[config.mk]
export PLATFORM = sky130hd
export DESIGN_NAME = pixel_dispatcher
export DESIGN_NICKNAME = d
export VERILOG_FILES = /design/src/rtl/pixel_pipe_pkg.sv /design/src/rtl/raster_counter.sv /design/src/rtl/pixel_dispatcher.sv
export SDC_FILE = /design/constraint.sdc
export NUM_CORES = 1
export LEC_CHECK = 0
export BUFFER_PORTS_ARGS = -buffer_cell sky130_fd_sc_hd__buf_2
export CORE_MARGIN = 4
export CORE_UTILIZATION = 58
export CTS_CLUSTER_DIAMETER = 50
export DETAILED_ROUTE_END_ITERATION = 12
export GPL_ROUTABILITY_DRIVEN = 0
export PLACE_DENSITY = 0.85
export SLEW_MARGIN = 20
export SYNTH_ARGS = -nofsm -noshare
export SYNTH_HDL_FRONTEND = slang
export SYNTH_SLANG_ARGS = --single-unit
export TNS_END_PERCENT = 10
[constraint.sdc]
create_clock -name clk -period 4.93 [get_ports clk]
set_input_delay 0.493 -clock clk [delete_from_list [all_inputs] [get_ports clk]]
set_output_delay 0.493 -clock clk [all_outputs]
set_load 0.02 [all_outputs]
[src/rtl/pixel_pipe_pkg.sv]
// Shared definitions for the pixel pipeline: the dispatcher, its raster
// counter and the result combinator all import this package.
//   PIX_DATA_WIDTH    default coordinate width
//   PIX_SCREEN_WIDTH  default pixels per line
//   PIX_SCREEN_HEIGHT default lines per frame
//   coord_t           coordinate type at the default width
//   dispatch_state_t  dispatcher FSM states
package pixel_pipe_pkg;

    localparam int PIX_DATA_WIDTH    = 32;
    localparam int PIX_SCREEN_WIDTH  = 640;
    localparam int PIX_SCREEN_HEIGHT = 480;

    typedef logic [PIX_DATA_WIDTH-1:0] coord_t;

    typedef enum logic [1:0] {
        IDLE,
        ISSUE,
        DRAIN,
        DONE
    } dispatch_state_t;

endpackage

[src/rtl/raster_counter.sv]
// Raster-order x/y coordinate counter.
//   clk, reset : clock, synchronous active-high reset
//   clear      : return to (0,0)
//   advance    : step to the next pixel in raster order
//   x, y       : current pixel coordinate
//   last       : current coordinate is the final pixel of the frame
// Advancing from the last pixel wraps back to (0,0).
module raster_counter
    import pixel_pipe_pkg::*;
#(
    parameter int DATA_WIDTH    = PIX_DATA_WIDTH,
    parameter int SCREEN_WIDTH  = PIX_SCREEN_WIDTH,
    parameter int SCREEN_HEIGHT = PIX_SCREEN_HEIGHT
) (
    input  logic                  clk,
    input  logic                  reset,
    input  logic                  clear,
    input  logic                  advance,
    output logic [DATA_WIDTH-1:0] x,
    output logic [DATA_WIDTH-1:0] y,
    output logic                  last
);

    logic x_end;

    always_comb begin
        x_end = (x == DATA_WIDTH'(SCREEN_WIDTH - 1));
        last  = x_end && (y == DATA_WIDTH'(SCREEN_HEIGHT - 1));
    end

    always_ff @(posedge clk) begin
        if (reset || clear) begin
            x <= '0;
            y <= '0;
        end else if (advance) begin
            if (last) begin
                x <= '0;
                y <= '0;
            end else if (x_end) begin
                x <= '0;
                y <= y + DATA_WIDTH'(1);
            end else begin
                x <= x + DATA_WIDTH'(1);
            end
        end
    end

endmodule

[src/rtl/pixel_dispatcher.sv]
// Hands raster-order pixel jobs to NUM_ENGINES pixel engines in strict
// round-robin, so engine i gets pixels i, i+N, i+2N, ... and the combinator
// can collect results in raster order without reordering.
//   clk, reset   : clock, synchronous active-high reset
//   frame_start  : begin a frame (honoured only in IDLE)
//   taken        : per-engine result consumed by the combinator, engine free
//   start        : per-engine one-cycle job-issue pulse
//   xpixel_o     : per-engine job x coordinate, held until the next issue
//   ypixel_o     : per-engine job y coordinate, held until the next issue
//   busy         : per-engine outstanding-job flag
//   frame_active : high from ISSUE entry until frame_done
//   frame_done   : one-cycle pulse once the last job is taken
//   stall_cycles : (PIXEL_DISPATCH_STALL_CNT_EN only) ISSUE cycles spent
//                  waiting on a busy engine, saturating
// Optional feature macro: PIXEL_DISPATCH_STALL_CNT_EN.
module pixel_dispatcher
    import pixel_pipe_pkg::*;
#(
    parameter int DATA_WIDTH    = PIX_DATA_WIDTH,
    parameter int SCREEN_WIDTH  = PIX_SCREEN_WIDTH,
    parameter int SCREEN_HEIGHT = PIX_SCREEN_HEIGHT,
    parameter int NUM_ENGINES   = 6,
    parameter int ENGINE_BITS   = 3
) (
    input  logic                   clk,
    input  logic                   reset,
    input  logic                   frame_start,
    input  logic [NUM_ENGINES-1:0] taken,
    output logic [NUM_ENGINES-1:0] start,
    output logic [DATA_WIDTH-1:0]  xpixel_o [NUM_ENGINES],
    output logic [DATA_WIDTH-1:0]  ypixel_o [NUM_ENGINES],
    output logic [NUM_ENGINES-1:0] busy,
    output logic                   frame_active,
    output logic                   frame_done
`ifdef PIXEL_DISPATCH_STALL_CNT_EN
    ,
    output logic [DATA_WIDTH-1:0]  stall_cycles
`endif
);

    dispatch_state_t        state, state_next;
    logic [ENGINE_BITS-1:0] rr_ptr, rr_next;
    logic [NUM_ENGINES-1:0] ptr_onehot, issue_onehot, busy_next;
    logic                   issue, frame_begin, drain_end;
    logic [DATA_WIDTH-1:0]  x, y;
    logic                   last;

    raster_counter #(
        .DATA_WIDTH   (DATA_WIDTH),
        .SCREEN_WIDTH (SCREEN_WIDTH),
        .SCREEN_HEIGHT(SCREEN_HEIGHT)
    ) u_raster (
        .clk    (clk),
        .reset  (reset),
        .clear  (frame_begin),
        .advance(issue),
        .x      (x),
        .y      (y),
        .last   (last)
    );

    always_ff @(posedge clk) begin
        if (reset) state <= IDLE;
        else       state <= state_next;
    end

    always_comb begin
        state_next = state;
        unique case (state)
            IDLE:    if (frame_start)              state_next = ISSUE;
            ISSUE:   if (issue && last)            state_next = DRAIN;
            DRAIN:   if (busy_next == '0)          state_next = DONE;
            DONE:                                  state_next = IDLE;
            default:                               state_next = IDLE;
        endcase
    end

    // Issue looks only at the registered busy of the pointed-to engine: a
    // same-cycle taken frees it for the next cycle, and free engines further
    // along the rotation are never used out of turn.
    always_comb begin
        ptr_onehot = '0;
        for (int unsigned i = 0; i < NUM_ENGINES; i++)
            ptr_onehot[i] = (rr_ptr == ENGINE_BITS'(i));
        issue        = (state == ISSUE) && ((busy & ptr_onehot) == '0);
        issue_onehot = issue ? ptr_onehot : '0;
        busy_next    = (busy & ~taken) | issue_onehot;
        rr_next      = (rr_ptr == ENGINE_BITS'(NUM_ENGINES - 1)) ? '0
                                                                  : rr_ptr + ENGINE_BITS'(1);
        frame_begin  = (state == IDLE) && frame_start;
        drain_end    = (state == DRAIN) && (state_next == DONE);
    end

    always_ff @(posedge clk) begin
        if (reset) begin
            busy         <= '0;
            start        <= '0;
            rr_ptr       <= '0;
            frame_active <= 1'b0;
            frame_done   <= 1'b0;
            for (int unsigned i = 0; i < NUM_ENGINES; i++) begin
                xpixel_o[i] <= '0;
                ypixel_o[i] <= '0;
            end
        end else begin
            busy       <= busy_next;
            start      <= issue_onehot;
            frame_done <= drain_end;
            for (int unsigned i = 0; i < NUM_ENGINES; i++) begin
                if (issue_onehot[i]) begin
                    xpixel_o[i] <= x;
                    ypixel_o[i] <= y;
                end
            end
            if (frame_begin)
                rr_ptr <= '0;
            else if (issue)
                rr_ptr <= rr_next;
            if (frame_begin)
                frame_active <= 1'b1;
            else if (drain_end)
                frame_active <= 1'b0;
        end
    end

`ifdef PIXEL_DISPATCH_STALL_CNT_EN
    always_ff @(posedge clk) begin
        if (reset || frame_begin)
            stall_cycles <= '0;
        else if ((state == ISSUE) && !issue && (stall_cycles != '1))
            stall_cycles <= stall_cycles + DATA_WIDTH'(1);
    end
`endif

endmodule
# Word-level counts from Yosys, hierarchy flattened
# Index checks and enable logic that the tools add are counted.
# Widths: inputs -> output; s select.
[classes]
addsub = 3
eq_ne = 11
mux = 12
bitwise = 4
reduce_logical = 14
[ops]
columns = ["operator", "count"]
rows = [
  ["$mux 32", 4],
  ["$add 32x1->32 const B", 2],
  ["$eq 32x10->1 const B", 1],
  ["$eq 32x9->1 const B", 1],
  ["$and 6x6->6", 2],
  ["$logic_not 6->1", 2],
  ["$pmux 2 s4", 1],
  ["$eq 2x2->1 const B", 3],
  ["$eq 3x2->1 const B", 2],
  ["$eq 3x3->1 const B", 2],
  ["$mux 2", 3],
  ["$mux 6", 1],
  ["$not 6->6", 1],
  ["$or 6x6->6", 1],
  ["$logic_and 1x1->1", 5],
  ["$reduce_bool 2->1", 2],
  ["$add 3x1->3 const B", 1],
  ["$eq 3x1->1 const B", 1],
  ["$logic_not 3->1", 1],
  ["$mux 3", 1],
  ["$eq 2x1->1 const B", 1],
  ["$logic_not 2->1", 1],
  ["$mux 1", 2],
  ["$reduce_and 2->1", 1],
  ["other kinds (2)", 2],
]
[word_totals]
regBits = 467
input_bits = 9
out_inout_bits = 398
word_cells = 64

# Depth between registers and ports, before layout
# Gate-level depths: netlist of the first run.
[depth]
word_depth = 13
ltp_mapped = 12
ltp_nobuf = 8

# Hierarchy
# A second synthesis of the first run with hierarchy kept.
[hier_totals]
cells_unflattened = 2059
hier_area_um2 = 17420.5
[by_module_without_submodules]
columns = ["mod", "instances", "cells_each", "area_each_um2", "seq_area_each_um2"]
rows = [
  ["pixel_dispatcher", 1, 1688, 14321.2, 8067.7],
  ["raster_counter", 1, 371, 3099.2, 1281.2],
]

# Worst setup path after synthesis of the first run
# No wires, ideal clock.
[synth_timing]
kind = "register to register"
startpoint = "register rr_ptr[0]"
endpoint = "register xpixel_o[35] (netlist bit)"
setup_ns = 0.132
arrival_ns = 2.182
required_time_ns = 4.798
path_slack_ns = 2.616
stages_incl_launch_ff = 11
n_path_buf = 3
synth_period_minus_slack_ns = 2.314
path_cell_list = "dfxtp_1 > buf_2 > and2_1 > ha_1 > nand2_1 > nand2_1 > or4_1 > buf_2 > buf_1 > nand2_1 > a21oi_1"
[synth_between]
elab_chain_cells = 5
elab_cells_between_ends = 10
cone_classes = "eq/ne: 5; mux: 1; bitwise: 1; reduce/logical: 3"
[synth_rtl]
columns = ["item", "line", "text"]
rows = [
  ["from (decl)", "pixel_dispatcher.sv:42", "logic [ENGINE_BITS-1:0] rr_ptr, rr_next;"],
  ["from (signal assigned)", "pixel_dispatcher.sv:118", "rr_ptr <= rr_next;"],
  ["$eq 3x1->1, or another cell as far along", "pixel_dispatcher.sv:84", "ptr_onehot[i] = (rr_ptr == ENGINE_BITS'(i));"],
  ["$and 6x6->6", "pixel_dispatcher.sv:85", "issue = (state == ISSUE) && ((busy & ptr_onehot) == '0);"],
  ["$logic_not 6->1", "pixel_dispatcher.sv:85", ""],
  ["$logic_and 1x1->1", "pixel_dispatcher.sv:85", ""],
  ["$mux 6 (*)", "pixel_dispatcher.sv:86", "issue_onehot = issue ? ptr_onehot : '0;"],
  ["to (signal, indexed assignment)", "pixel_dispatcher.sv:102", "xpixel_o[i] <= '0;"],
  ["to (signal, indexed assignment)", "pixel_dispatcher.sv:111", "xpixel_o[i] <= x;"],
  ["to (decl)", "pixel_dispatcher.sv:30", "output logic [DATA_WIDTH-1:0] xpixel_o [NUM_ENGINES],"],
]
# Mark *: on every way between the ends. The rest lies on a longest branch, timed or not.
# A chain may end at the register's enable or synchronous reset.

# Final worst setup path of the first run
[layout_timing]
startpoint = "register rr_ptr[0]"
endpoint = "register xpixel_o[73] (netlist bit)"
# Same word-level chain as after synthesis.

==> results.sh, run 1 <==
export IMPL_placementRows=62
export IMPL_skew_ps=17.4
export IMPL_clock_sinks=467
export IMPL_hold_path_class="in -> reg"
export IMPL_reg2reg_depth=9
export IMPL_final_max_slew_viol_count=0
export IMPL_clockBufferDepth=3
export IMPL_num_vias=16349
export IMPL_fin_area_mm2=0.0206
export IMPL_critPathKind="reg -> reg"
export IMPL_placedInstanceArea_mm2=0.0191
export IMPL_grt_first_pass_wirelength_mm=83.3
export IMPL_synth_top_cells_by_count="nand2_1 (799), dfxtp_1 (467), a21oi_1 (403), clkbuf_1 (135), nor2_1 (87)"
export IMPL_required_ps=5290
export IMPL_critPathCaptureType="flip-flop"
export IMPL_worstReg2RegEnd="xpixel_o[73]"
export IMPL_p_per_area_mw_per_mm2=357
export IMPL_grt_pass1_vias=15794
export IMPL_cp_start_kind="flip-flop"
export IMPL_wl_per_cell_um=18.6
export IMPL_synth_edf_count=0
export IMPL_path_max_fanout=34
export IMPL_grt_max_degree=238
export IMPL_whs_path_depth=4
export IMPL_synth_main_ff_cell="dfxtp_1"
export IMPL_rsz0062_at_grt="no"
export IMPL_tns_ps=0
export IMPL_rr_startpoint="rr_ptr[0]"
export IMPL_cts_inserted_buffers=46
export IMPL_core_area_mm2=0.0291
export IMPL_yosys_top_cells_area="dfxtp_1 (54%), nand2_1 (17%), a21oi_1 (12%)"
export IMPL_yosys_warnings=0
export IMPL_start_util_pct=59.4
export IMPL_antenna_found_initial=1
export IMPL_dp_hpwl_mm=33.9
export IMPL_path_clk_slew_ps=60
export IMPL_worstPathArrival_ps=3680
export IMPL_overflow=0
export IMPL_finalWirelength_mm=53.5
export IMPL_dieArea_mm2=0.0326
export IMPL_cts_max_level=2
export IMPL_hold_buffers=0
export IMPL_port_buffers=406
export IMPL_clock_latency_ps=560
export IMPL_avgSynthCellArea_um2=7.87
export IMPL_max_cap_violations=0
export IMPL_outcome="finished clean"
export IMPL_firstDrtPassIters=6
export IMPL_async_flop_share_pct=0
export IMPL_remaining_drc_errors=0
export IMPL_post_cts_buffers=0
export IMPL_die_h_um=181
export IMPL_finalCoreUtilization_pct=70.9
export IMPL_fmax_mhz=302
export IMPL_track_usage_pct=31.0
export IMPL_yosys_area_top_type="dfxtp_1"
export IMPL_synth_top_area_share_pct=54.1
export IMPL_holdWs_ps=247
export IMPL_finalCritPeriodShare_pct=67.3
export IMPL_vdd_drop_max_mv=0.229
export IMPL_nNetsFinal=2472
export IMPL_synth_area_mm2=0.0173
export IMPL_drtIter0Drc=1327
export IMPL_drive_gt1_share_pct=21.0
export IMPL_synthesis_nets=2208
export IMPL_holdPathEnd="busy[5]"
export IMPL_finalHoldViolCount=0
export IMPL_antenna_left=0
export IMPL_cellLeakagePower_nw=8.16
export IMPL_ys_types=47
export IMPL_synth_seq_cells=467
export IMPL_io_pins=407
export IMPL_cts_resized=0
export IMPL_syn_inst=2196
export IMPL_setup_viol_count_final=0
export IMPL_slew_headroom_pct=19.4
export IMPL_fin_crit_ps=3320
export IMPL_yosysMostFrequentCell="nand2_1"
export IMPL_tightest_slew_ps=1210
export IMPL_r2r_slack_ps=1610
export IMPL_via_per_inst=5.67
export IMPL_worstHoldStart="taken[5]"
export IMPL_syn_to_final_growth_pct=19.2
export IMPL_die_w_um=181
export IMPL_synth_seq_area_share_pct=54.1
export IMPL_cts_tree="built"
export IMPL_finalPower_mw=7.37
export IMPL_clockRootBuffer="clkbuf_16"
-- worst max-delay path by stage --
stage | from | to | cells after the start
after floorplan | rr_ptr[0] | xpixel_o[35] | 10
after global placement | rr_ptr[0] | xpixel_o[9] | 8
after detailed placement | rr_ptr[0] | xpixel_o[85] | 9
after CTS | rr_ptr[0] | xpixel_o[73] | 9
after global routing | rr_ptr[0] | xpixel_o[76] | 9
final | rr_ptr[0] | xpixel_o[73] | 9
-- critical path, cell delays in order (launching register included) --
cell and delay [ps]:
dfxtp_1 500, and2_1 250, ha_1 220, nand2_1 220, nand3_4 170, nor2_2 460
nand2_2 590, buf_4 500, nand2_1 130, a21oi_1 80
-- routing by layer --
layer  GRT usage, %  routed length, um  vias up
met1           36.8              19500     7649
met3           7.47               5630      172
li1               -                  -     7628
met4           15.1               2470        0
met5              0                  0        -
met2           52.5              25900      900
-- report_power, final --
group / switching, mW / internal, mW / leakage [nW]
Clock: 1.46 / 1.95 / 0.730
Combinational: 0.145 / 0.0254 / 3.67
Sequential: 0.00944 / 3.78 / 3.76
Total: 1.62 / 5.75 / 8.16
-- layout make-up --
class / count / area [um2]
sequential: 467 / 9350
clock inverter: 11 / 91.3
timing repair buffer: 422 / 2200
clock buffer: 73 / 1390
fill: 2262 / 8480
tap: 384 / 480
inverter: 6 / 22.5
antenna: 1 / 2.50
multi-input combinational: 1517 / 7070
-- cell families (layout without fill, tap and decap cells) --
family	after synthesis	after routing	share of synthesized area, %
DFF	467	467	54.1
other	0	1	0
and+or+nand+nor	1038	1038	25.2
adders and majority gates	3	3	0.217
muxes	2	2	0.159
buffers and inverters	212	512	5.28
xor gates and xnor gates	53	53	2.69
AOI/OAI and AO/OA	421	421	12.4
-- stage by stage --
step	std cells	setup slack, ps
after floorplan	2196	2620
after global placement	2795	1760
after detailed placement	2795	1700
after CTS	2879	1670
after global routing	2881	1420
final	2881	1610
-- flip-flops by register name (all words and copies together) (netlist names) --
register	flops
start	6
busy	6
xpixel_o	192
frame_active	1
rr_ptr	3
u_raster.x	32
state	2
frame_done	1
u_raster.y	32
ypixel_o	192
-- layout by cell type (no fill, tap or decap), types with 20 or more instances in the layout --
cell type,count
a21oi_1,403
and3_1,20
xnor2_1,20
clkbuf_16,47
nand4_1,30
dfxtp_1,467
nand3_1,25
nand2_1,796
nor2_1,86
xor2_1,33
buf_2,405
Note: power is estimated with default switching activity, not from simulation.
==> run 2, diff against run 1 <==
- CORE_UTILIZATION: 58 -> 53
- PLACE_DENSITY: 0.85 -> 0.79
- clock period: 4.93 -> 3.25 ns (I/O delays scaled with it)
==> run 2 against run 1 <==
Combinational power is 53% higher. Via count fell by 0.64%. Clock power up 65%. Register-to-register slack got worse by 1200 ps. Sequential share of layout area is 0.79 points lower. Wire length shrank 0.16%. First-iteration DRC count down 15%. Critical path depth decreased by 2. Largest cell class unchanged. Largest power group unchanged.
==> results.sh, run 2 (synthesized netlist as in run 1, its figures left out) <==
export IMPL_slew_headroom_pct=40.8
export IMPL_path_clk_slew_ps=60
export IMPL_diodes=0
export IMPL_hold_path_class="in -> reg"
export IMPL_cts_max_level=2
export IMPL_cts_tree="built"
export IMPL_wl_per_cell_um=18.1
export IMPL_grt_pass1_vias=15349
export IMPL_post_cts_buffers=0
export IMPL_critPathCaptureType="flip-flop"
export IMPL_finalWirelength_mm=53.4
export IMPL_die_h_um=189
export IMPL_via_per_inst=5.51
export IMPL_drive_gt1_share_pct=21.7
export IMPL_mostFrequentLayoutCell="nand2_1"
export IMPL_final_max_slew_viol_count=0
export IMPL_clock_sinks=467
export IMPL_die_w_um=189
export IMPL_drtIter0Drc=1126
export IMPL_nNetsFinal=2489
export IMPL_clock_latency_ps=540
export IMPL_fillCellCount=2737
export IMPL_hold_buffers=0
export IMPL_port_buffers=406
export IMPL_syn_to_final_growth_pct=21.4
export IMPL_final_cell_mix="nand2_1 (797), dfxtp_1 (467), buf_2 (405)"
export IMPL_remaining_drc_errors=0
export IMPL_antenna_found_initial=0
export IMPL_fin_crit_ps=2830
export IMPL_crit_chain="and2_1, ha_1, nand2_1, and4_2, buf_4, nand2_1, a21oi_1"
export IMPL_overflow=0
export IMPL_dp_hpwl_mm=34.9
export IMPL_required_ps=3720
export IMPL_tns_ps=0
export IMPL_finalCoreUtilization_pct=65.8
export IMPL_firstDrtPassIters=5
export IMPL_grt_max_degree=111
export IMPL_num_vias=16245
export IMPL_start_util_pct=54.2
export IMPL_worstPathArrival_ps=3300
export IMPL_core_area_mm2=0.0319
export IMPL_cpPeakStageDelay_ps=760
export IMPL_cp_start_kind="flip-flop"
export IMPL_finalHoldViolCount=0
export IMPL_outcome="finished clean"
export IMPL_rsz0062_at_grt="no"
export IMPL_path_max_fanout=33
export IMPL_placementRows=65
export IMPL_finalCritPeriodShare_pct=87.2
export IMPL_top_regs="xpixel_o x192, ypixel_o x192"
export IMPL_cellLeakagePower_nw=8.33
export IMPL_p_per_area_mw_per_mm2=555
export IMPL_cpMaxStageDelayCell="and4_2"
export IMPL_setup_viol_count_final=0
export IMPL_tightest_slew_ps=888
export IMPL_cts_resized=0
export IMPL_crit_family="simple AND/OR/NAND/NOR gates"
export IMPL_vdd_drop_max_mv=0.387
export IMPL_grt_first_pass_wirelength_mm=83.0
export IMPL_cts_inserted_buffers=48
export IMPL_io_pins=407
export IMPL_fmax_mhz=353
export IMPL_critPathKind="reg -> reg"
export IMPL_max_cap_violations=0
export IMPL_clockRootBuffer="clkbuf_16"
export IMPL_skew_ps=17.2
export IMPL_antenna_left=0
export IMPL_dieArea_mm2=0.0356
export IMPL_crit_buf_inv=1
export IMPL_clockBufferDepth=3
export IMPL_cp_common_cell="nand2_1"
export IMPL_track_usage_pct=28.5
## run 2: cell types whose count changed in the layout (fill, tap and decap cells not counted), sizes merged
| cell | delta |
|---|---|
| buf | +15 |
| clkbuf | -6 |
| inv | +5 |
| diode | -1 |
| clkinvlp | +3 |
| bufinv | +5 |
| clkinv | -3 |
## run 2: worst reg2reg max path: cells and delay by family, from the launching register on
family                   cells  cell delay (ps)
adder cells (fa/ha/maj)      1              220
AO/OA/AOI/OAI                1              150
AND/OR/NAND/NOR              4             1390
flip-flops                   1              500
buffers and inverters        1              490
## run 2: report_power, final
| group | switching [mW] | internal (mW) | leakage (nW) |
|---|---|---|---|
| sequential | 0.0144 | 5.73 | 3.76 |
| combinational | 0.217 | 0.0439 | 3.77 |
| clock | 2.25 | 3.39 | 0.801 |
| total | 2.48 | 9.16 | 8.33 |
## run 2: through the flow
| stage | instances | power, mW | setup slack, ps | hold slack, ps | instance area [um2] |
|---|---|---|---|---|---|
| global placement | 2862 | 6.13 | 603 | 439 | 19300 |
| finish | 2950 | 11.6 | 417 | 75.4 | 21000 |
| global route | 2950 | 12.0 | 262 | 73.2 | 21000 |
| floorplan | 2196 | 6.05 | 936 | 509 | 17300 |
| CTS | 2950 | 11.7 | 462 | 60.0 | 21000 |
| detailed placement | 2862 | 6.13 | 495 | 443 | 19300 |
## run 2: routing by layer
layer  track usage [%]  wire length (um)
met1              34.7             20800
met2              48.6             25500
met3              6.22              4920
met4              12.3              2210
met5                 0                 0
## run 2: worst paths after layout
check | cells after the start | to | slack, ps | start
max reg2reg | 7 | ypixel_o[183] | 420 | rr_ptr[0]
min | 4 | busy[5] | 80 | taken[5]
min reg2reg | 2 | xpixel_o[148] | 450 | xpixel_o[148]
max | 7 | ypixel_o[183] | 420 | rr_ptr[0]
## run 2: layout make-up
type,count,area [um2],share of cell area [%]
clock buffer,67,1380,6.60
inverter,6,22.5,0.107
multi-input combinational,1517,7070,33.7
sequential,467,9350,44.6
tap,435,544,2.59
clock inverter,21,263,1.25
timing repair buffer,437,2350,11.2
